[src/rtl/sd_resp_rx_if.sv]
// SD CMD-line response receiver port bundle: arm/sample controls in, frame fields and status out.
// The master drives tick/cmd_in/start/long_resp; the receiver (slave) returns busy/done and results.
interface sd_resp_rx_if;
  logic         tick;
  logic         cmd_in;
  logic         start;
  logic         long_resp;
  logic         busy;
  logic         done;
  logic [119:0] resp_data;
  logic [6:0]   resp_crc;
  logic         crc_err;
  logic         frame_err;
  logic         timeout;

  modport master (
    output tick, cmd_in, start, long_resp,
    input  busy, done, resp_data, resp_crc, crc_err, frame_err, timeout
  );

  modport slave (
    input  tick, cmd_in, start, long_resp,
    output busy, done, resp_data, resp_crc, crc_err, frame_err, timeout
  );
endinterface

[src/rtl/sd_resp_rx.sv]
// SD card response receiver: waits for a start bit, shifts in a 48/136-bit frame, checks CRC7/framing.
// done pulses one clk after the tick that samples the end bit (or the final timeout tick).
module sd_resp_rx #(
  parameter int TIMEOUT_TICKS = 64,
  parameter int TO_BITS       = 8
) (
  input  logic        clk,
  input  logic        reset,
  sd_resp_rx_if.slave bus
);

  localparam logic [1:0] S_IDLE = 2'd0;
  localparam logic [1:0] S_WAIT = 2'd1;
  localparam logic [1:0] S_RECV = 2'd2;
  localparam logic [1:0] S_DONE = 2'd3;

  logic [1:0]         state;
  logic               is_long;
  logic [TO_BITS-1:0] to_cnt;
  logic [7:0]         bit_cnt;
  logic [127:0]       sr;
  logic [6:0]         crc;
  logic               crc_err_q;
  logic               frame_err_q;
  logic               timeout_q;

  logic [7:0] last_idx;
  logic [7:0] crc_lo;
  logic [7:0] crc_hi;
  logic       in_crc;
  logic       crc_fb;
  logic [6:0] crc_next;

  // bit_cnt counts bits already received, so the bit on the line is frame bit (last_idx - bit_cnt).
  // The long-response header (start, transmission, reserved) is excluded from its CRC.
  always_comb begin
    last_idx = is_long ? 8'd135 : 8'd47;
    crc_lo   = is_long ? 8'd8 : 8'd1;
    crc_hi   = last_idx - 8'd8;
    in_crc   = (bit_cnt >= crc_lo) && (bit_cnt <= crc_hi);
    crc_fb   = crc[6] ^ bus.cmd_in;
    crc_next = {crc[5:0], 1'b0} ^ (crc_fb ? 7'h09 : 7'h00);
  end

  always_ff @(posedge clk or posedge reset) begin
    if (reset) begin
      state       <= S_IDLE;
      is_long     <= 1'b0;
      to_cnt      <= '0;
      bit_cnt     <= '0;
      sr          <= '0;
      crc         <= '0;
      crc_err_q   <= 1'b0;
      frame_err_q <= 1'b0;
      timeout_q   <= 1'b0;
    end else begin
      case (state)
        S_IDLE: begin
          if (bus.start) begin
            is_long     <= bus.long_resp;
            to_cnt      <= '0;
            bit_cnt     <= '0;
            sr          <= '0;
            crc         <= '0;
            crc_err_q   <= 1'b0;
            frame_err_q <= 1'b0;
            timeout_q   <= 1'b0;
            state       <= S_WAIT;
          end
        end
        S_WAIT: begin
          if (bus.tick) begin
            if (!bus.cmd_in) begin
              // Start bit is zero, so it leaves the zero-initialised CRC untouched.
              bit_cnt <= 8'd1;
              sr      <= {sr[126:0], 1'b0};
              state   <= S_RECV;
            end else begin
              to_cnt <= to_cnt + TO_BITS'(1);
              if (to_cnt == TO_BITS'(TIMEOUT_TICKS - 1)) begin
                timeout_q <= 1'b1;
                state     <= S_DONE;
              end
            end
          end
        end
        S_RECV: begin
          if (bus.tick) begin
            sr      <= {sr[126:0], bus.cmd_in};
            bit_cnt <= bit_cnt + 8'd1;
            if (in_crc)
              crc <= crc_next;
            if (bit_cnt == 8'd1 && bus.cmd_in)
              frame_err_q <= 1'b1;
            if (bit_cnt == last_idx) begin
              // sr[6:0] holds the received CRC field before this end-bit shift.
              if (!bus.cmd_in)
                frame_err_q <= 1'b1;
              crc_err_q <= (crc != sr[6:0]);
              state     <= S_DONE;
            end
          end
        end
        S_DONE:  state <= S_IDLE;
        default: state <= S_IDLE;
      endcase
    end
  end

  assign bus.busy      = (state != S_IDLE);
  assign bus.done      = (state == S_DONE);
  assign bus.resp_data = is_long ? sr[127:8] : {82'd0, sr[45:8]};
  assign bus.resp_crc  = sr[7:1];
  assign bus.crc_err   = crc_err_q;
  assign bus.frame_err = frame_err_q;
  assign bus.timeout   = timeout_q;

endmodule

[src/flat_wrapper.sv]
// flat-port wrapper written by rule: the top's interface ports become plain ports
module sd_resp_rx_flat 
#(
  parameter int TIMEOUT_TICKS = 64,
  parameter int TO_BITS       = 8
)
  (clk, reset, bus_tick, bus_cmd_in, bus_start, bus_long_resp, bus_busy, bus_done, bus_resp_data, bus_resp_crc, bus_crc_err, bus_frame_err, bus_timeout);
  sd_resp_rx_if bus_i ();
  input  logic clk;
  input  logic reset;
  input wire logic [$bits(bus_i.tick)-1:0] bus_tick;
  input wire logic [$bits(bus_i.cmd_in)-1:0] bus_cmd_in;
  input wire logic [$bits(bus_i.start)-1:0] bus_start;
  input wire logic [$bits(bus_i.long_resp)-1:0] bus_long_resp;
  output wire logic [$bits(bus_i.busy)-1:0] bus_busy;
  output wire logic [$bits(bus_i.done)-1:0] bus_done;
  output wire logic [$bits(bus_i.resp_data)-1:0] bus_resp_data;
  output wire logic [$bits(bus_i.resp_crc)-1:0] bus_resp_crc;
  output wire logic [$bits(bus_i.crc_err)-1:0] bus_crc_err;
  output wire logic [$bits(bus_i.frame_err)-1:0] bus_frame_err;
  output wire logic [$bits(bus_i.timeout)-1:0] bus_timeout;
  assign bus_i.tick = bus_tick;
  assign bus_i.cmd_in = bus_cmd_in;
  assign bus_i.start = bus_start;
  assign bus_i.long_resp = bus_long_resp;
  assign bus_busy = bus_i.busy;
  assign bus_done = bus_i.done;
  assign bus_resp_data = bus_i.resp_data;
  assign bus_resp_crc = bus_i.resp_crc;
  assign bus_crc_err = bus_i.crc_err;
  assign bus_frame_err = bus_i.frame_err;
  assign bus_timeout = bus_i.timeout;
  sd_resp_rx #(.TIMEOUT_TICKS(TIMEOUT_TICKS), .TO_BITS(TO_BITS)) u_core (.clk(clk), .reset(reset), .bus(bus_i));
endmodule
[config.mk]
export PLATFORM = sky130hd
export DESIGN_NAME = sd_resp_rx_flat
export DESIGN_NICKNAME = d
export VERILOG_FILES = /design/src/rtl/sd_resp_rx_if.sv /design/src/rtl/sd_resp_rx.sv /design/src/flat_wrapper.sv
export SDC_FILE = /design/constraint.sdc
export NUM_CORES = 1
export LEC_CHECK = 0
export BUFFER_PORTS_ARGS = -buffer_cell sky130_fd_sc_hd__buf_2
export CAP_MARGIN = 20
export CORE_ASPECT_RATIO = 0.75
export CORE_MARGIN = 2
export CORE_UTILIZATION = 45
export DETAILED_ROUTE_END_ITERATION = 10
export HOLD_SLACK_MARGIN = 0.15
export PLACE_DENSITY_LB_ADDON = 0.1
export REMOVE_ABC_BUFFERS = 1
export SLEW_MARGIN = 10
export SYNTH_ARGS = -nofsm -noshare
export SYNTH_HDL_FRONTEND = slang
export SYNTH_SLANG_ARGS = --single-unit
[constraint.sdc]
create_clock -name clk -period 4.6 [get_ports clk]
set_clock_uncertainty 0.15 [all_clocks]
set_input_delay 0 -clock clk [delete_from_list [all_inputs] [get_ports clk]]
set_output_delay 0 -clock clk [all_outputs]
set_load 0.02 [all_outputs]
**Word-level counts from Yosys, hierarchy flattened**

Index checks and enable logic that the tools add are counted.

- Eq/ne operators: 16
- Multiplexer cells: 41
- Add/subtract/negate cells: 3
- Reductions and logical operators: 15
- Bitwise gates (word level): 2
- Magnitude comparators: 2

Operators by type and width:

| operator | number |
|---|---|
| two-way mux 128 bit | 4 |
| case mux 128 bit (3 select lines) | 1 |
| two-way mux 120 bit | 1 |
| two-way mux 8 bit | 7 |
| case mux 8 bit (3 select lines) | 1 |
| two-way mux 7 bit | 3 |
| adder 8 x 1 -> 8 bit (second input constant) | 2 |
| case mux 8 bit (2 select lines) | 1 |
| AND reduction 5 bit | 3 |
| case mux 7 bit (2 select lines) | 1 |
| two-way mux 2 bit | 6 |
| AND reduction 4 bit | 3 |
| two-way mux 1 bit | 10 |
| inequality test 2 bit (second input constant) | 5 |
| equality test 8 x 1 -> 1 bit (second input constant) | 1 |
| equality test 8 x 6 -> 1 bit (second input constant) | 1 |
| equality test 8 bit | 1 |
| >= comparator 8 bit | 1 |
| <= comparator 8 bit | 1 |
| two-way mux 4 bit | 2 |
| case mux 2 bit (4 select lines) | 1 |
| subtractor 8 x 4 -> 8 bit (second input constant) | 1 |
| inequality test 7 bit | 1 |
| bitwise XOR 7 bit | 1 |
| other kinds (12) | 20 |

- Input port bits: 6
- Output and inout bits: 132
- Register bits after elaboration: 157
- Logic and storage cells: 88

**Logic depth before layout (Yosys ltp)**

- Depth in word-level cells: 7
- Gate-level depth with buffers: 10

**Worst setup path after synthesis**

OpenSTA, ideal clock, no wires.

- Kind: register to register
- Start point: register u_core.is_long
- End point: register u_core.crc[0]
- Arrival time: 2.090 ns
- Cell stages (with the launch flop): 8
- Clock period less this slack: 2.385 ns
- Path buffers: 1
- Library setup time: 0.145 ns
- Setup slack: 2.215 ns
- Path through: dfrtp_1 -> clkbuf_1 -> inv_1 -> ha_1 -> or4b_2 -> a211oi_2 -> nor4_4 -> mux2i_1

- Word-level cells in the longest chain between the ends: 6
- Elaborated cells on any way between the ends: 8
- Those cells by class: add/sub (1); order compare (2); eq/ne (1); mux (2); reduce/logical (2)

RTL lines:

| element | line | text |
|---|---|---|
| start, declared | sd_resp_rx.sv:18 | `logic is_long;` |
| start signal, assigned | sd_resp_rx.sv:60 | `is_long <= bus.long_resp;` |
| two-way mux 8 bit | sd_resp_rx.sv:37 | `last_idx = is_long ? 8'd135 : 8'd47;` |
| subtractor 8 x 4 -> 8 bit | sd_resp_rx.sv:39 | `crc_hi = last_idx - 8'd8;` |
| <= comparator 8 bit | sd_resp_rx.sv:40 | `in_crc = (bit_cnt >= crc_lo) && (bit_cnt <= crc_hi);` |
| logical AND 1 bit * | sd_resp_rx.sv:40 |  |
| inequality test 2 x 1 -> 1 bit (no line) * | - |  |
| AND reduction 4 bit (no line) * | - |  |
| end signal, assigned | sd_resp_rx.sv:92 | `crc <= crc_next;` |
| end, declared | sd_resp_rx.sv:22 | `logic [6:0] crc;` |

Mark *: on every way between the ends. The rest lies on a longest branch, timed or not.
A chain may end at the register's enable or synchronous reset.

**Worst setup path in the final report**

- Start point: register u_core.state[0]
- End point: register u_core.sr[61]

- Word-level cells in the longest chain between the ends: 3
- Elaborated cells on any way between the ends: 10
- Those cells by class: eq/ne (6); mux (1); reduce/logical (3)

RTL lines:

| element | line | text |
|---|---|---|
| start, declared | sd_resp_rx.sv:17 | `logic [1:0] state;` |
| start signal, assigned | sd_resp_rx.sv:47 | `state <= S_IDLE;` |
| start signal, assigned | sd_resp_rx.sv:68 | `state <= S_WAIT;` |
| start signal, assigned | sd_resp_rx.sv:77 | `state <= S_RECV;` |
| equality test 2 x 1 -> 1 bit, or another cell as far along | sd_resp_rx.sv:57 | `case (state)` |
| inequality test 2 bit (no line) or nonzero test 3 bit (tied branches) | - |  |
| AND reduction 5 bit (no line) | - |  |
| end signal, assigned | sd_resp_rx.sv:76 | `sr <= {sr[126:0], 1'b0};` |
| end signal, assigned | sd_resp_rx.sv:89 | `sr <= {sr[126:0], bus.cmd_in};` |
| end, declared | sd_resp_rx.sv:21 | `logic [127:0] sr;` |

Several ways; a longest one is shown, not always the timed one.

==> results.yml <==
finish:
  insertedDiodeCount: 0
  final_cells: 1182
  drive_above_1_share_pct: 19.6
  final_nets: 971
  fin_util_pct: 52.4
  syn_to_final_growth_pct: 13.6
floorplanning:
  fp-row-count: 41
  core_mm2: 0.0168
  ioPinCount: 138
  die_x_um: 156
  die_y_um: 118
  die_area_mm2: 0.0183
  start_util_pct: 46.1
cts:
  clk_path_buf_depth: 2
  insertion_delay_ns: 0.42
  clkSinkCount: 157
  cts_htree_levels: 4
  numCtsBuffers: 17
  clk_pin_slew_ns: 0.06
  tritoncts: "yes"
  post_cts_buffers: 0
  root_buffer: "clkbuf_16"
pwr:
  p_sw_share_pct: 41.0
  power_switching_mw: 1.79
  ir_drop_mv: 0.318
  pwr-share-seq_pct: 34.5
  power_frac_clock_pct: 31.4
  intPower_mw: 2.57
  combPwrFrac_pct: 34.1
  pwr_density_cell_mw_per_mm2: 495
  p_leak_nw: 4.27
synth:
  synth.distinct_cells: 40
  synth_area_leaders: "dfrtp_1 (51%), nand2_1 (13%), o21ai_1 (7.2%)"
  netlist_area_mm2: 0.00775
  synth_area_per_cell_um2: 8.79
  synth_seq_area_share_pct: 50.7
  ys_ff_latch: 157
  ys_warn_count: 0
  yosysTopAreaCellShare_pct: 50.7
  synth_top_area_cell: "dfrtp_1"
  synthCells: 882
worst_setup_path:
  reg2reg_depth: 6
  start_kind: "flip-flop"
  critPathMaxFanout: 78
  path_class: "reg2reg"
  worstPathRequired_ns: 4.74
  cp-end-kind: "flip-flop"
  cp.arrival_ns: 2.69
global_route:
  grt_util_met1_pct: 26.9
  grt_pass1_wl_mm: 26.0
  grtUsageTotal_pct: 17.5
  busiest_layer: "met1"
  grt_max_degree: 86
  overflow: 0
  grtUsageMet3_pct: 4.82
  grt_pass1_vias: 5024
  antenna_found_initial: 0
  use_met2_pct: 24.2
detailed_routing:
  via_per_inst: 4.77
  post-route-drc-count: 0
  vias: 5634
  drt-total-wl_mm: 15.6
  wl_per_cell_um: 13.2
  ant_nets: 0
  drtPass1Iterations: 4
  drtIter0Drc: 341
status:
  status: "complete, no violations"
sta:
  hold_violations: 0
  period_minus_slack_ns: 2.55
  tns_ns: 0
  setup_violations: 0
  drv_slew: 0
  finalCritPeriodShare_pct: 55.5
  tightest_slew_ns: 0.857
  slew_headroom_pct: 42.9
  rsz0062_at_grt: "false"
  fmax_mhz: 392
placement:
  dp_cells: 1142
  portBuffers: 137
  globalplace.congestion: 0.804
  dpl.hpwl_mm: 10.1
job:
  drv_cap: 0
hold_path:
  hp-class: "in2async"
[power groups by stage]
stage / Sequential [mW] / Combinational (mW) / Clock (mW)
after global placement: 1.53 / 1.47 / 0
after CTS: 1.51 / 1.51 / 1.40
after floorplan: 1.57 / 0.794 / 0
after detailed placement: 1.53 / 1.49 / 0
final: 1.50 / 1.48 / 1.37
after global routing: 1.51 / 1.67 / 1.47
[per-layer routing]
layer	wire (um)	part of all wire [%]
met5	0	0
met4	182	1.2
met3	787	5.0
met2	6430	41
met1	8190	53
[stage by stage]
stage / hold WS (ns) / setup slack [ns] / cell area, um^2 / total power, mW
2_1_floorplan: 0.000451 / -1.21 / 7080 / 2.36
3_3_place_gp: 0.0624 / 2.09 / 8160 / 3.01
3_5_place_dp: 0.0586 / 2.04 / 8160 / 3.02
4_1_cts: 0.153 / 2.02 / 8810 / 4.41
5_1_grt: 0.202 / 1.81 / 8810 / 4.65
6_report: 0.107 / 2.05 / 8810 / 4.36
[registers in the layout (all words and copies together) (netlist names)]
signal / flops
u_core.is_long: 1
u_core.to_cnt: 8
u_core.bus.crc_err: 1
u_core.sr: 128
u_core.bus.timeout: 1
u_core.bus.frame_err: 1
u_core.state: 2
u_core.crc: 7
u_core.bit_cnt: 8
[critical path: stages, from the launching register on]
cell	delay, ns
dfrtp_1	0.40
inv_1	0.12
ha_1	0.27
nor2b_1	0.28
a2111o_2	0.66
buf_12	0.35
o21ai_0	0.14
[layout by cell type (no fill, tap or decap), types with 3 or more instances in the layout]
cell type	count
inv_6	3
nand3_1	10
o21ai_0	32
nor2b_1	4
buf_2	137
inv_1	12
xnor2_1	8
dfrtp_1	156
o21ai_1	112
buf_4	6
and2_1	82
nand4_1	4
clkinv_2	3
nor2_2	3
ha_1	11
nor2_1	18
clkinvlp_4	4
and3_1	5
buf_12	3
clkbuf_16	17
nand2_1	276
xor2_1	7
mux2i_1	12
a21oi_1	5
dlygate4sd3_1	8
[worst paths after layout]
path / from / endpoint / slack (ns)
hold / removal: reset / u_core.sr[9] / 0.11
setup reg to reg: u_core.state[0] / u_core.sr[61] / 2.05
setup / recovery: u_core.state[0] / u_core.sr[61] / 2.05
max in group asynchronous: reset / u_core.sr[3] / 3.19
min in group clk: bus_cmd_in / u_core.sr[0] / 0.33
hold reg to reg: u_core.bus.timeout / u_core.bus.timeout / 0.35
[synth_stat cells]
cell	n
nor2_2	3
o21ai_1	112
and2_1	82
o31ai_1	1
or2_2	1
nand2b_1	2
xor2_1	7
a2111o_1	1
a211oi_1	1
nor2_1	18
a21oi_1	5
xnor2_1	8
nand3_1	10
nand4_1	4
ha_1	11
o22a_1	2
or4b_2	1
o2111ai_1	1
mux2_2	2
dfrtp_1	157
nor4_4	1
nand2b_4	1
nand2_1	276
nor2b_1	4
clkbuf_1	38
o21ai_0	32
mux2i_1	12
a211oi_2	1
buf_2	2
buf_4	45
and3b_1	1
or4_1	1
inv_1	13
o41ai_1	1
nor3_1	1
nor3b_1	1
a21o_1	1
buf_6	16
o21a_1	1
and3_1	5
[cell type report]
type                            count  area, um^2
Clock inverter                     13         140
Tap cell                          215         269
Clock buffer                       19         433
Timing Repair Buffer              154         871
Fill cell                        1621        8020
Sequential cell                   157        3930
Inverter                           13        53.8
Multi-Input combinational cell    611        3110
[timing repair]
item / CTS / global route
hold endpoints to repair: 103 / 0
resized for setup: 0 / 0
hold buffers: 8 / 0
endpoints found under the setup margin: 0 / 0
[cell families after synthesis]
group | after synthesis | synth area share (%)
DFF | 157 | 50.7
muxes | 14 | 1.84
adders and majority gates | 11 | 1.78
buffers and inverters | 114 | 9.28
and+or+nand+nor | 412 | 24.0
AOI/OAI and AO/OA | 159 | 10.8
xor gates and xnor gates | 15 | 1.69
(Power assumes the default switching activity.)
